`src/rtl/my_serial_addsub_if.sv`:
```
// Handshake/operand bundle for the digit-serial add/subtract unit.
// master drives start/sub/A/B/C0; slave returns busy/done/Res/C/V/Z.
interface my_serial_addsub_if #(
   parameter int WIDTH = 32
);
   logic             start;
   logic             sub;
   logic [WIDTH-1:0] A;
   logic [WIDTH-1:0] B;
   logic             C0;
   logic             busy;
   logic             done;
   logic [WIDTH-1:0] Res;
   logic             C;
   logic             V;
   logic             Z;

   modport master (
      output start, sub, A, B, C0,
      input  busy, done, Res, C, V, Z
   );

   modport slave (
      input  start, sub, A, B, C0,
      output busy, done, Res, C, V, Z
   );
endinterface

```
`src/rtl/my_serial_addsub.sv`:
```
// Digit-serial 2's-complement add/subtract, DIGIT bits per clock,
// N = WIDTH/DIGIT cycles per op, start/busy/done handshake, C/V/Z flags.
// Ports: clk, reset (async, active-high), bus (my_serial_addsub_if.slave):
//   start/sub/A/B/C0 in; busy/done/Res/C/V/Z out.
// Option: define ADDSUB_SAT_EN to saturate Res on signed overflow.
module my_serial_addsub #(
   parameter int WIDTH = 32,
   parameter int DIGIT = 4
) (
   input logic               clk,
   input logic               reset,
   my_serial_addsub_if.slave bus
);
   localparam int N  = WIDTH / DIGIT;
   localparam int CW = (N > 1) ? $clog2(N) : 1;

   typedef enum logic [1:0] {
      IDLE = 2'd0,
      RUN  = 2'd1,
      DONE = 2'd2
   } state_t;

   state_t           state;
   state_t           state_nxt;

   logic [WIDTH-1:0] a_q;
   logic [WIDTH-1:0] b_q;
   logic [WIDTH-1:0] acc_q;
   logic [WIDTH-1:0] acc_nxt;
   logic [WIDTH-1:0] res_q;
   logic [WIDTH-1:0] res_fin;
   logic [CW-1:0]    cnt_q;
   logic             cy_q;
   logic             sub_q;
   logic             c_q;
   logic             v_q;
   logic             z_q;

   logic [DIGIT-1:0] a_dig;
   logic [DIGIT-1:0] b_dig;
   logic [DIGIT-1:0] s_dig;
   logic             d_cout;
   logic             msb_cin;
   logic             ovf;
   logic             last;
   logic             accept;
   logic             busy_o;
   logic             done_o;
   int               base;

   assign last   = (cnt_q == CW'(N - 1));
   assign accept = bus.start && (state != RUN);

   // FSM: state register
   always_ff @(posedge clk or posedge reset) begin
      if (reset) begin
         state <= IDLE;
      end else begin
         state <= state_nxt;
      end
   end

   // FSM: next state
   always_comb begin
      state_nxt = state;
      unique case (state)
         IDLE: begin
            if (bus.start) state_nxt = RUN;
         end
         RUN: begin
            if (last) state_nxt = DONE;
         end
         DONE: begin
            state_nxt = bus.start ? RUN : IDLE;
         end
         default: state_nxt = IDLE;
      endcase
   end

   // FSM: outputs
   always_comb begin
      busy_o = 1'b0;
      done_o = 1'b0;
      unique case (state)
         RUN:     busy_o = 1'b1;
         DONE:    done_o = 1'b1;
         default: ;
      endcase
   end

   // One digit of the ripple, plus the accumulator image after this digit.
   always_comb begin
      base    = int'(cnt_q) * DIGIT;
      a_dig   = a_q[base +: DIGIT];
      b_dig   = b_q[base +: DIGIT];
      {d_cout, s_dig} = {1'b0, a_dig} + {1'b0, b_dig}
                      + {{DIGIT{1'b0}}, cy_q};
      // Sum bit = a ^ b ^ cin, so the MSB carry-in falls out directly.
      msb_cin = a_dig[DIGIT-1] ^ b_dig[DIGIT-1] ^ s_dig[DIGIT-1];
      ovf     = msb_cin ^ d_cout;
      acc_nxt = acc_q;
      acc_nxt[base +: DIGIT] = s_dig;
   end

`ifdef ADDSUB_SAT_EN
   // Overflow only occurs when A and B' share a sign, so A's MSB
   // tells which rail the true result lies beyond.
   always_comb begin
      res_fin = acc_nxt;
      if (ovf) begin
         res_fin = a_q[WIDTH-1] ? {1'b1, {(WIDTH-1){1'b0}}}
                                : {1'b0, {(WIDTH-1){1'b1}}};
      end
   end
`else
   assign res_fin = acc_nxt;
`endif

   // Datapath: operand latch, digit walk, result/flag commit.
   always_ff @(posedge clk or posedge reset) begin
      if (reset) begin
         a_q   <= '0;
         b_q   <= '0;
         acc_q <= '0;
         cnt_q <= '0;
         cy_q  <= 1'b0;
         sub_q <= 1'b0;
         res_q <= '0;
         c_q   <= 1'b0;
         v_q   <= 1'b0;
         z_q   <= 1'b0;
      end else if (accept) begin
         // Subtract as A + ~B + ~C0 so one adder serves both modes.
         a_q   <= bus.A;
         b_q   <= bus.sub ? ~bus.B : bus.B;
         cy_q  <= bus.sub ? ~bus.C0 : bus.C0;
         sub_q <= bus.sub;
         cnt_q <= '0;
         acc_q <= '0;
      end else if (state == RUN) begin
         acc_q <= acc_nxt;
         cy_q  <= d_cout;
         cnt_q <= cnt_q + CW'(1);
         if (last) begin
            res_q <= res_fin;
            c_q   <= sub_q ? ~d_cout : d_cout;
            v_q   <= ovf;
            z_q   <= (res_fin == '0);
         end
      end
   end

   assign bus.busy = busy_o;
   assign bus.done = done_o;
   assign bus.Res  = res_q;
   assign bus.C    = c_q;
   assign bus.V    = v_q;
   assign bus.Z    = z_q;

endmodule
```
`src/flat_wrapper.sv`:
```
// flat-port wrapper written by rule: the top's interface ports become plain ports
module my_serial_addsub_flat 
#(
   parameter int WIDTH = 32,
   parameter int DIGIT = 4
)
  (clk, reset, bus_start, bus_sub, bus_A, bus_B, bus_C0, bus_busy, bus_done, bus_Res, bus_C, bus_V, bus_Z);
  my_serial_addsub_if #(.WIDTH(WIDTH)) bus_i ();
  input logic clk;
  input logic reset;
  input wire logic [$bits(bus_i.start)-1:0] bus_start;
  input wire logic [$bits(bus_i.sub)-1:0] bus_sub;
  input wire logic [$bits(bus_i.A)-1:0] bus_A;
  input wire logic [$bits(bus_i.B)-1:0] bus_B;
  input wire logic [$bits(bus_i.C0)-1:0] bus_C0;
  output wire logic [$bits(bus_i.busy)-1:0] bus_busy;
  output wire logic [$bits(bus_i.done)-1:0] bus_done;
  output wire logic [$bits(bus_i.Res)-1:0] bus_Res;
  output wire logic [$bits(bus_i.C)-1:0] bus_C;
  output wire logic [$bits(bus_i.V)-1:0] bus_V;
  output wire logic [$bits(bus_i.Z)-1:0] bus_Z;
  assign bus_i.start = bus_start;
  assign bus_i.sub = bus_sub;
  assign bus_i.A = bus_A;
  assign bus_i.B = bus_B;
  assign bus_i.C0 = bus_C0;
  assign bus_busy = bus_i.busy;
  assign bus_done = bus_i.done;
  assign bus_Res = bus_i.Res;
  assign bus_C = bus_i.C;
  assign bus_V = bus_i.V;
  assign bus_Z = bus_i.Z;
  my_serial_addsub #(.WIDTH(WIDTH), .DIGIT(DIGIT)) u_core (.clk(clk), .reset(reset), .bus(bus_i));
endmodule
```
`config.mk`:
```
export PLATFORM = sky130hd
export DESIGN_NAME = my_serial_addsub_flat
export DESIGN_NICKNAME = d
export VERILOG_FILES = /design/src/rtl/my_serial_addsub_if.sv /design/src/rtl/my_serial_addsub.sv /design/src/flat_wrapper.sv
export SDC_FILE = /design/constraint.sdc
export NUM_CORES = 1
export LEC_CHECK = 0
export BUFFER_PORTS_ARGS = -buffer_cell sky130_fd_sc_hd__buf_2
export CAP_MARGIN = 30
export CORE_MARGIN = 2
export CORE_UTILIZATION = 55
export DETAILED_ROUTE_END_ITERATION = 8
export GPL_ROUTABILITY_DRIVEN = 0
export PLACE_DENSITY = 0.76
export SLEW_MARGIN = 20
export SYNTH_ARGS = -nofsm -noshare
export SYNTH_HDL_FRONTEND = slang
export SYNTH_SLANG_ARGS = --single-unit
```
`constraint.sdc`:
```
create_clock -name clk -period 4.5 [get_ports clk]
set_input_delay 0.225 -clock clk [delete_from_list [all_inputs] [get_ports clk]]
set_output_delay 0.225 -clock clk [all_outputs]
set_load 0.01 [all_outputs]
```
==> flow_metrics.tcl, run 1 <==
set metrics [dict create \
    register_area_sq_um 3450 \
    async_reset_ff_share_pct 100 \
    synth_flop_cell "dfrtp_1" \
    hp-class "in -> reg" \
    design.core.area_sq_um 12100 \
    ios 106 \
    clockRootBuffer "clkbuf_16" \
    endpoint_kind "register" \
    yosys-top-cells-area "dfrtp_1, nand2_1, o21ai_0" \
    peakVddDrop_v 0.000553 \
    tns_ns 0 \
    grt_pass1_vias 5519 \
    synth_nets 739 \
    grt_overflow 0 \
    cts_hold_buf 1 \
    n_antenna_cell 0 \
    numCtsBuffers 17 \
    wl_um 16500 \
    cts_setup_buffers 0 \
    yosys_warnings 0 \
    synth.largest_area_cell "dfrtp_1" \
    highest_layer "met4" \
    crit_family "buffers and inverters" \
    min_period_over_period_pct 81.1 \
    tightest_slew_ns 0.914 \
    vias_per_cell 5.73 \
    setup_viol 0 \
    avgSynthCellArea_sq_um 10.5 \
    crit_path_cell_trace "buf_4 > mux4_2 > nand2_1 > nand2_1 > fa_1 > inv_1 > fa_1 > xnor2_1 > buf_4 > nand2b_1 > a21oi_1 > nor4b_1 > nor4_1 > a32o_2" \
    slew_headroom_pct 39.1 \
    seq_area_frac_synth_pct 50.2 \
    wl_met2_um 8060 \
    nFillCells 962 \
    cts_sinks 138 \
    syn_inst 658 \
    path_class "reg -> reg" \
    route.detailed.drc 0 \
    achievable-frequency_mhz 274 \
    outcome "finished, final reports clean" \
    critPathRequiredTime_ns 4.81 \
    fin_crit_ns 3.65 \
    rsz0062_at_grt "no" \
    fp-row-count 40 \
    antenna_found_initial 0 \
    whs_ns 0.0265 \
    synth_edf_count 0 \
    start_kind "register" \
    slowest_stage "mux4_2" \
    drt_iter0_drc 344 \
    wl_met3_um 1140 \
    wl_met1_um 6880 \
    crit_path_max_incr_delay_ns 0.57 \
    clk_latency_ns 0.43 \
    clockBufferDepth 2 \
    syn_area_sq_um 6880 \
    finalClockSkew_ns 0.00825 \
    postRouteAntennaNets 0 \
    ys_ff_latch 138 \
    finalHoldViolCount 0 \
    track_usage_pct 26.8 \
    hpwl_um 11500 \
    drtPass1Iterations 5 \
    chipHeight_um 116 \
    crit_fanout 29 \
    routedWlPerCell_um 17.7 \
    cts_tree "done" \
    cts_resized 0 \
    p_per_area_nw_per_um2 872 \
    htree_levels 4 \
    grt_pass1_wl_um 27500 \
    synth_top_area_share_pct 50.2 \
    nets 834 \
    portBuffers 105 \
    clk_pin_slew_ns 0.06 \
    area_delta_synth_final_pct 17.6 \
    ys_types 56 \
    die_width_um 116 \
    start_util_pct 56.8 \
    grt_start_max_net_pins 99 \
    crit_arrival_ns 3.96 \
    drv_cap 0 \
    p_leak_nw 3.74 \
    drive_gt1_share_pct 27.1 \
    die_area_sq_um 13400 \
    multi_input_area_sq_um 3200 \
    cp_num_buf_inv 3 \
    slew_violations 0 \
    vias 5346 \
]
## cells in the mapped netlist (2+ instances only)
master,count
a21boi_0,2
a21oi_1,10
a22o_1,10
a22oi_1,15
a31oi_1,4
a32o_1,4
and2_1,3
buf_1,2
buf_2,5
buf_4,2
buf_6,3
clkbuf_1,28
dfrtp_1,138
fa_1,2
ha_1,10
inv_1,12
mux2_2,33
mux2i_1,8
mux4_2,16
nand2_1,136
nand2b_1,7
nand3_1,9
nand3_2,2
nand4_1,3
nor2_1,21
nor2b_1,6
nor3_1,5
nor4_1,2
nor4_2,2
nor4b_1,2
o21ai_0,90
o31ai_1,6
or2_2,2
xnor2_1,36
## final timing paths
path                            startpoint            endpoint  slack (ns)  cells after the start
max                        u_core.cnt_q[0]        u_core.bus.Z        0.85                     14
min                              bus_A[10]      u_core.a_q[10]        0.03                      2
max reg2reg                u_core.cnt_q[0]        u_core.bus.Z        0.85                     14
min reg2reg                 u_core.b_q[13]      u_core.b_q[13]        0.47                      2
max in group asynchronous            reset      u_core.b_q[17]        2.98                      4
min in group asynchronous            reset  u_core.bus.Res[24]        0.49                      3
## through the flow
stage               instances  util [%]  cell area [sq um]  setup slack, ns  power (mW)
global route              933      66.8               8090            0.600        7.56
floorplan                 658         -               6880            0.579        4.63
global placement          899      61.9               7500            0.934        5.52
detailed placement        899      61.9               7500            0.818        5.64
finish                    933      66.8               8090            0.850        7.05
CTS                       931      66.5               8050            0.782        6.96
## routing by layer
| metal | GRT usage (%) | up-vias |
|---|---|---|
| met5 | 0 | - |
| met4 | 10.8 | 0 |
| met3 | 7.79 | 36 |
| met2 | 43.4 | 208 |
| met1 | 34.2 | 2607 |
| li1 | - | 2495 |
## where the power goes
part,internal (mW),switching (mW)
Clock,0.794,0.502
Sequential,1.79,0.349
Combinational,1.41,2.21
## kinds of logic after synthesis
family / count (synthesis) / share of synthesized area, %
flops: 138 / 50.2
compound gates: 151 / 13.6
xor+xnor: 37 / 4.71
simple gates: 210 / 13.9
buf+inv: 53 / 3.42
mux: 57 / 11.8
fa+ha+maj: 12 / 2.40
## cells in the final DEF (no fill, tap or decap), types with 11 or more instances in the layout
cell / synthesis / layout
a22oi_1: 15 / 15
dfrtp_1: 138 / 138
nand2_1: 136 / 135
clkbuf_16: 0 / 17
buf_2: 5 / 105
mux4_2: 16 / 16
o21ai_0: 90 / 90
inv_1: 12 / 11
xnor2_1: 36 / 36
nor2_1: 21 / 21
mux2_2: 33 / 33
## flip-flops by register name, summed over array words and instances, names as in the netlist
signal,flops
u_core.state,2
u_core.cnt_q,3
u_core.acc_q,32
u_core.b_q,32
u_core.bus.Res,32
u_core.cy_q,1
u_core.sub_q,1
u_core.bus.V,1
u_core.a_q,32
u_core.bus.C,1
u_core.bus.Z,1
## final cells by class
cell class | count | share of cell area (%)
clock inverters | 8 | 0.866
repair buffers | 116 | 7.80
multi-input cells | 467 | 39.5
clock buffers | 23 | 5.91
inverters | 13 | 0.634
flip-flops and latches | 138 | 42.7
well taps | 168 | 2.60
Note: power is estimated with default switching activity, not from simulation.
==> run 2, diff against run 1 <==
- CORE_UTILIZATION: 55 -> 52
- PLACE_DENSITY: 0.76 -> 0.75
- clock period: 4.5 -> 3.35 ns (I/O delays scaled with it)
==> run 2 against run 1 <==
Net effect:
- via count grew 3.8%
- register-to-register slack worse by 0.72 ns
- largest cell class unchanged
- first-iteration DRC count rose by 16%
- worst hold slack improved by 0.0069 ns
- critical path type unchanged
- total power up 44%
- clock skew rose by 0.0025 ns
- global-route usage fell by 0.40 points
- sequential cell count unchanged
- cell count is 5.3% higher
- combinational power up 50%
==> flow_metrics.tcl, run 2 (synthesized netlist as in run 1, its figures left out) <==
set metrics [dict create \
    outcome "finished, final reports clean" \
    crit_arrival_ns 3.53 \
    cts_setup_buffers 0 \
    endpoint_kind "register" \
    grt_pass1_wl_um 29000 \
    mostFrequentLayoutCell "dfrtp_1" \
    clockBufferDepth 2 \
    grt_pass1_vias 5916 \
    place_area_sq_um 7620 \
    tightest_slew_ns 0.914 \
    rsz0062_at_grt "yes" \
    slowest_stage "mux4_2" \
    postRouteAntennaNets 0 \
    hp-class "in -> reg" \
    cts_sinks 138 \
    whs_ns 0.0334 \
    layout_common_cells "dfrtp_1, nand2_1, buf_2, o21ai_0, xnor2_1" \
    die_area_sq_um 14200 \
    track_usage_pct 26.4 \
    routedWlPerCell_um 18.0 \
    portBuffers 105 \
    grt_start_max_net_pins 139 \
    slew_headroom_pct 39.1 \
    area_delta_synth_final_pct 25.1 \
    fin_crit_ns 3.22 \
    drive_gt1_share_pct 27.8 \
    critPathMostFrequentCell "nand2_1" \
    design_area_sq_um 8600 \
    drtPass1Iterations 5 \
    drv_cap 0 \
    n_antenna_cell 0 \
    crit_path_cell_trace "buf_12 > mux4_2 > nand2_1 > nand2_1 > fa_1 > inv_1 > fa_2 > nor2_2 > nand2_1 > o2111ai_1 > nor4_2 > a32o_2" \
    path_class "reg -> reg" \
    finalHoldViolCount 0 \
    design.core.area_sq_um 13100 \
    drt_iter0_drc 398 \
    numCtsBuffers 17 \
    slew_violations 0 \
    clockRootBuffer "clkbuf_16" \
    nFillCells 1005 \
    place_ws_ns 0.0937 \
    critPathRequiredTime_ns 3.66 \
    tns_ns 0 \
    achievable-frequency_mhz 311 \
    clk_latency_ns 0.42 \
    antenna_found_initial 0 \
    finalClockSkew_ns 0.0107 \
    grt_overflow 0 \
    route.detailed.drc 0 \
    cts_tree "done" \
    clk_pin_slew_ns 0.05 \
    die_width_um 119 \
    wl_um 17700 \
    crit_fanout 16 \
    start_util_pct 52.6 \
    ios 106 \
    vias_per_cell 5.65 \
    min_period_over_period_pct 96.1 \
    setup_viol 0 \
    peakVddDrop_v 0.000753 \
    p_per_area_nw_per_um2 1180 \
    chipHeight_um 119 \
    finalWorstSetupSlack_ns 0.131 \
    fp-row-count 42 \
    p_leak_nw 3.95 \
    htree_levels 4 \
    vias 5550 \
    nets 875 \
    hpwl_um 11800 \
    start_kind "register" \
    total_power_mw 10.2 \
    crit_path_max_incr_delay_ns 0.52 \
]
[run 2: cell types whose count changed in the layout (fill, tap and decap cells not counted), sizes merged]
cell | before | now
buf | 115 | 124
bufinv | 1 | 2
clkbuf | 23 | 26
clkinv | 6 | 1
clkinvlp | 2 | 4
dlygate4sd3 | 1 | 33
inv | 12 | 11
[run 2: timing repair]
action,CTS,global route
setup endpoints to repair,0,7
gates resized for setup,0,7
hold buffers,33,0
hold endpoints to repair,57,0
[run 2: worst max-delay path: cells and delay by family (launching register included)]
family                     cells  cell delay (ns)
adders and majority gates      2             0.92
and+or+nand+nor                5             0.59
muxes                          1             0.52
DFF                            1             0.40
AOI/OAI and AO/OA              2             0.40
buffers and inverters          2             0.28
[run 2: final timing paths]
check,to,cells past startpoint,slack (ns),start
worst max-delay path,u_core.bus.Z,12,0.13,u_core.cnt_q[0]
worst min-delay path,u_core.b_q[22],3,0.03,bus_B[22]
worst max register to register,u_core.bus.Z,12,0.13,u_core.cnt_q[0]
worst min register to register,u_core.bus.Res[25],2,0.47,u_core.bus.Res[25]
max in group asynchronous,u_core.bus.Res[27],4,2.29,reset
min in group asynchronous,u_core.acc_q[23],4,0.47,reset
[run 2: area by class of cell]
class                           instances  area, sq um  share of cell area, %
Sequential cell                       138         3450                   40.1
Multi-Input combinational cell        467         3230                   37.5
Timing Repair Buffer                  157         1050                   12.2
Clock buffer                           26          519                   6.03
Tap cell                              176          220                   2.56
Clock inverter                          5         82.6                  0.960
Inverter                               13         52.6                  0.611
[run 2: per-stage QoR]
| stage | cells | utilization (%) |
|---|---|---|
| 3_5_place_dp | 917 | 58.2 |
| 5_1_grt | 982 | 65.8 |
| 2_1_floorplan | 658 | - |
| 3_3_place_gp | 917 | 58.2 |
| 4_1_cts | 981 | 65.3 |
| 6_report | 982 | 65.8 |
[run 2: layer usage]
metal	GRT usage (%)	up-vias	routed length [um]
met5	0	-	0
met4	12.4	0	549
met3	6.56	46	1110
met2	44.1	259	8900
met1	32.3	2668	7120
li1	-	2577	-
[run 2: where the power goes]
| part | switching [mW] | total, mW | internal, mW |
|---|---|---|---|
| Sequential | 0.448 | 2.85 | 2.40 |
| Clock | 0.674 | 1.88 | 1.21 |
| Combinational | 3.15 | 5.42 | 2.27 |
==> run 3, diff against run 2 <==
- CORE_UTILIZATION: 52 -> 55
- PLACE_DENSITY: 0.75 -> 0.76
- clock period: 3.35 -> 3.5 ns (I/O delays scaled with it)
==> run 3 against run 2 <==
Net effect:
- non-clock buffer count down 3
- routed wire length is 2.6% lower
- setup slack improved by 0.11 ns
- critical path depth stayed put
- clock-buffer cell count is 6 lower
- largest power group unchanged
- total power shrank 6.7%
- global-route usage increased by 1.7 points
- sequential power shrank 5%
- maximum frequency is 1.1% lower
==> flow_metrics.tcl, run 3 (synthesized netlist as in run 1, its figures left out) <==
set metrics [dict create \
    chipHeight_um 116 \
    route.detailed.drc 0 \
    nFillCells 893 \
    r2r_start "u_core.cnt_q[0]" \
    clockRootBuffer "clkbuf_16" \
    critPathRequiredTime_ns 3.81 \
    die_width_um 116 \
    crit_path_max_incr_delay_ns 0.52 \
    wl_um 17200 \
    clk_latency_ns 0.43 \
    p_leak_nw 3.94 \
    rsz0062_at_grt "no" \
    min-delay-start "bus_start" \
    grt_start_max_net_pins 99 \
    slowest_stage "fa_2" \
    clk_pin_slew_ns 0.06 \
    layout_common_cells "dfrtp_1, nand2_1, buf_2, o21ai_0, xnor2_1" \
    setup_viol 0 \
    postRouteAntennaNets 0 \
    nets 872 \
    path_class "reg -> reg" \
    grt_pass1_wl_um 28500 \
    fp-row-count 40 \
    n_antenna_cell 0 \
    die_area_sq_um 13400 \
    finalClockSkew_ns 0.00816 \
    crit_path_cell_trace "buf_12 > mux4_2 > nand2_1 > nand2_1 > fa_1 > inv_1 > fa_2 > inv_1 > o21ai_0 > mux2i_1 > nor4_2 > a32o_2" \
    design.core.area_sq_um 12100 \
    cts_setup_buffers 0 \
    hp-class "in -> reg" \
    grt_overflow 0 \
    outcome "finished, final reports clean" \
    endpoint_kind "register" \
    ios 106 \
    r2r_cells 12 \
    antenna_found_initial 0 \
    reg2reg_setup_slack_ns 0.24 \
    grt_pass1_vias 5729 \
    vias_per_cell 5.66 \
    hpwl_um 11800 \
    min_to "u_core.cnt_q[2]" \
    area_delta_synth_final_pct 24.4 \
    routedWlPerCell_um 17.7 \
    vias 5506 \
    crit_arrival_ns 3.57 \
    p_per_area_nw_per_um2 1110 \
    start_util_pct 56.8 \
    mostFrequentLayoutCell "dfrtp_1" \
    slew_headroom_pct 37.3 \
    min_period_over_period_pct 93.0 \
    numCtsBuffers 17 \
    total_power_mw 9.47 \
    htree_levels 4 \
    crit_fanout 17 \
    holdPathStages 2 \
    portBuffers 105 \
    start_kind "register" \
    drv_cap 0 \
    cts_tree "done" \
    tns_ns 0 \
    drive_gt1_share_pct 27.5 \
    r2r_end "u_core.bus.Z" \
    slew_violations 0 \
    crit_family "adder cells" \
    cts_sinks 138 \
    cp_num_buf_inv 3 \
    peakVddDrop_v 0.000621 \
    drtPass1Iterations 5 \
    fin_crit_ns 3.26 \
    clockBufferDepth 2 \
    tightest_slew_ns 0.940 \
    finalHoldViolCount 0 \
    track_usage_pct 28.2 \
    drt_iter0_drc 403 \
    achievable-frequency_mhz 307 \
]
run 3: cell count changes in the layout (fill, tap and decap cells not counted), sizes merged:
cell      delta
buf          -3
clkbuf       -6
clkinv       +8
clkinvlp     -1
run 3: how the worst max path moves through the flow:
| stage | startpoint | endpoint | slack [ns] | depth (start not counted) |
|---|---|---|---|---|
| 2_1_floorplan | u_core.cnt_q[0] | u_core.bus.Z | 0.08 | 15 |
| 3_3_place_gp | u_core.cnt_q[0] | u_core.bus.Z | 0.30 | 13 |
| 3_5_place_dp | u_core.cnt_q[0] | u_core.bus.Z | 0.18 | 13 |
| 4_1_cts | u_core.cnt_q[0] | u_core.bus.Z | 0.13 | 13 |
| 5_1_grt | u_core.cnt_q[0] | u_core.bus.Z | 0.04 | 12 |
| 6_report | u_core.cnt_q[0] | u_core.bus.Z | 0.24 | 12 |
run 3: cell type report:
type                    instances  area, sq um  area share [%]
well taps                     168          210            2.46
clock inverters                12          123            1.43
flip-flops and latches        138         3450            40.4
inverters                      13         52.6           0.614
multi-input cells             467         3210            37.6
repair buffers                154         1030            12.1
clock buffers                  20          467            5.46
run 3: layer usage:
metal	wire, um	track usage (%)
met1	6840	34.1
met2	8580	46.3
met3	1130	7.48
met4	656	15.2
met5	0	0
run 3: power breakdown:
group	switching, mW	total, mW	internal, mW
sequential	0.418	2.71	2.30
combinational	2.94	4.99	2.05
clock	0.670	1.77	1.10
run 3: stage by stage:
stage          hold slack (ns)  setup WS [ns]  util (%)  area [sq um]  instances
6_report                0.0392          0.245      70.6          8550        972
3_5_place_dp             0.284          0.176      62.7          7590        906
2_1_floorplan            0.273         0.0774         -          6880        658
4_1_cts                 0.0218          0.131      70.3          8510        971
5_1_grt                 0.0353         0.0447      70.6          8550        972
3_3_place_gp             0.407          0.299      62.5          7570        905
run 3: what timing repair did:
item | in CTS | in global routing
hold endpoints to repair | 56 | 0
hold buffers | 33 | 0
resized for setup | 0 | 4
endpoints found under the setup margin | 0 | 1
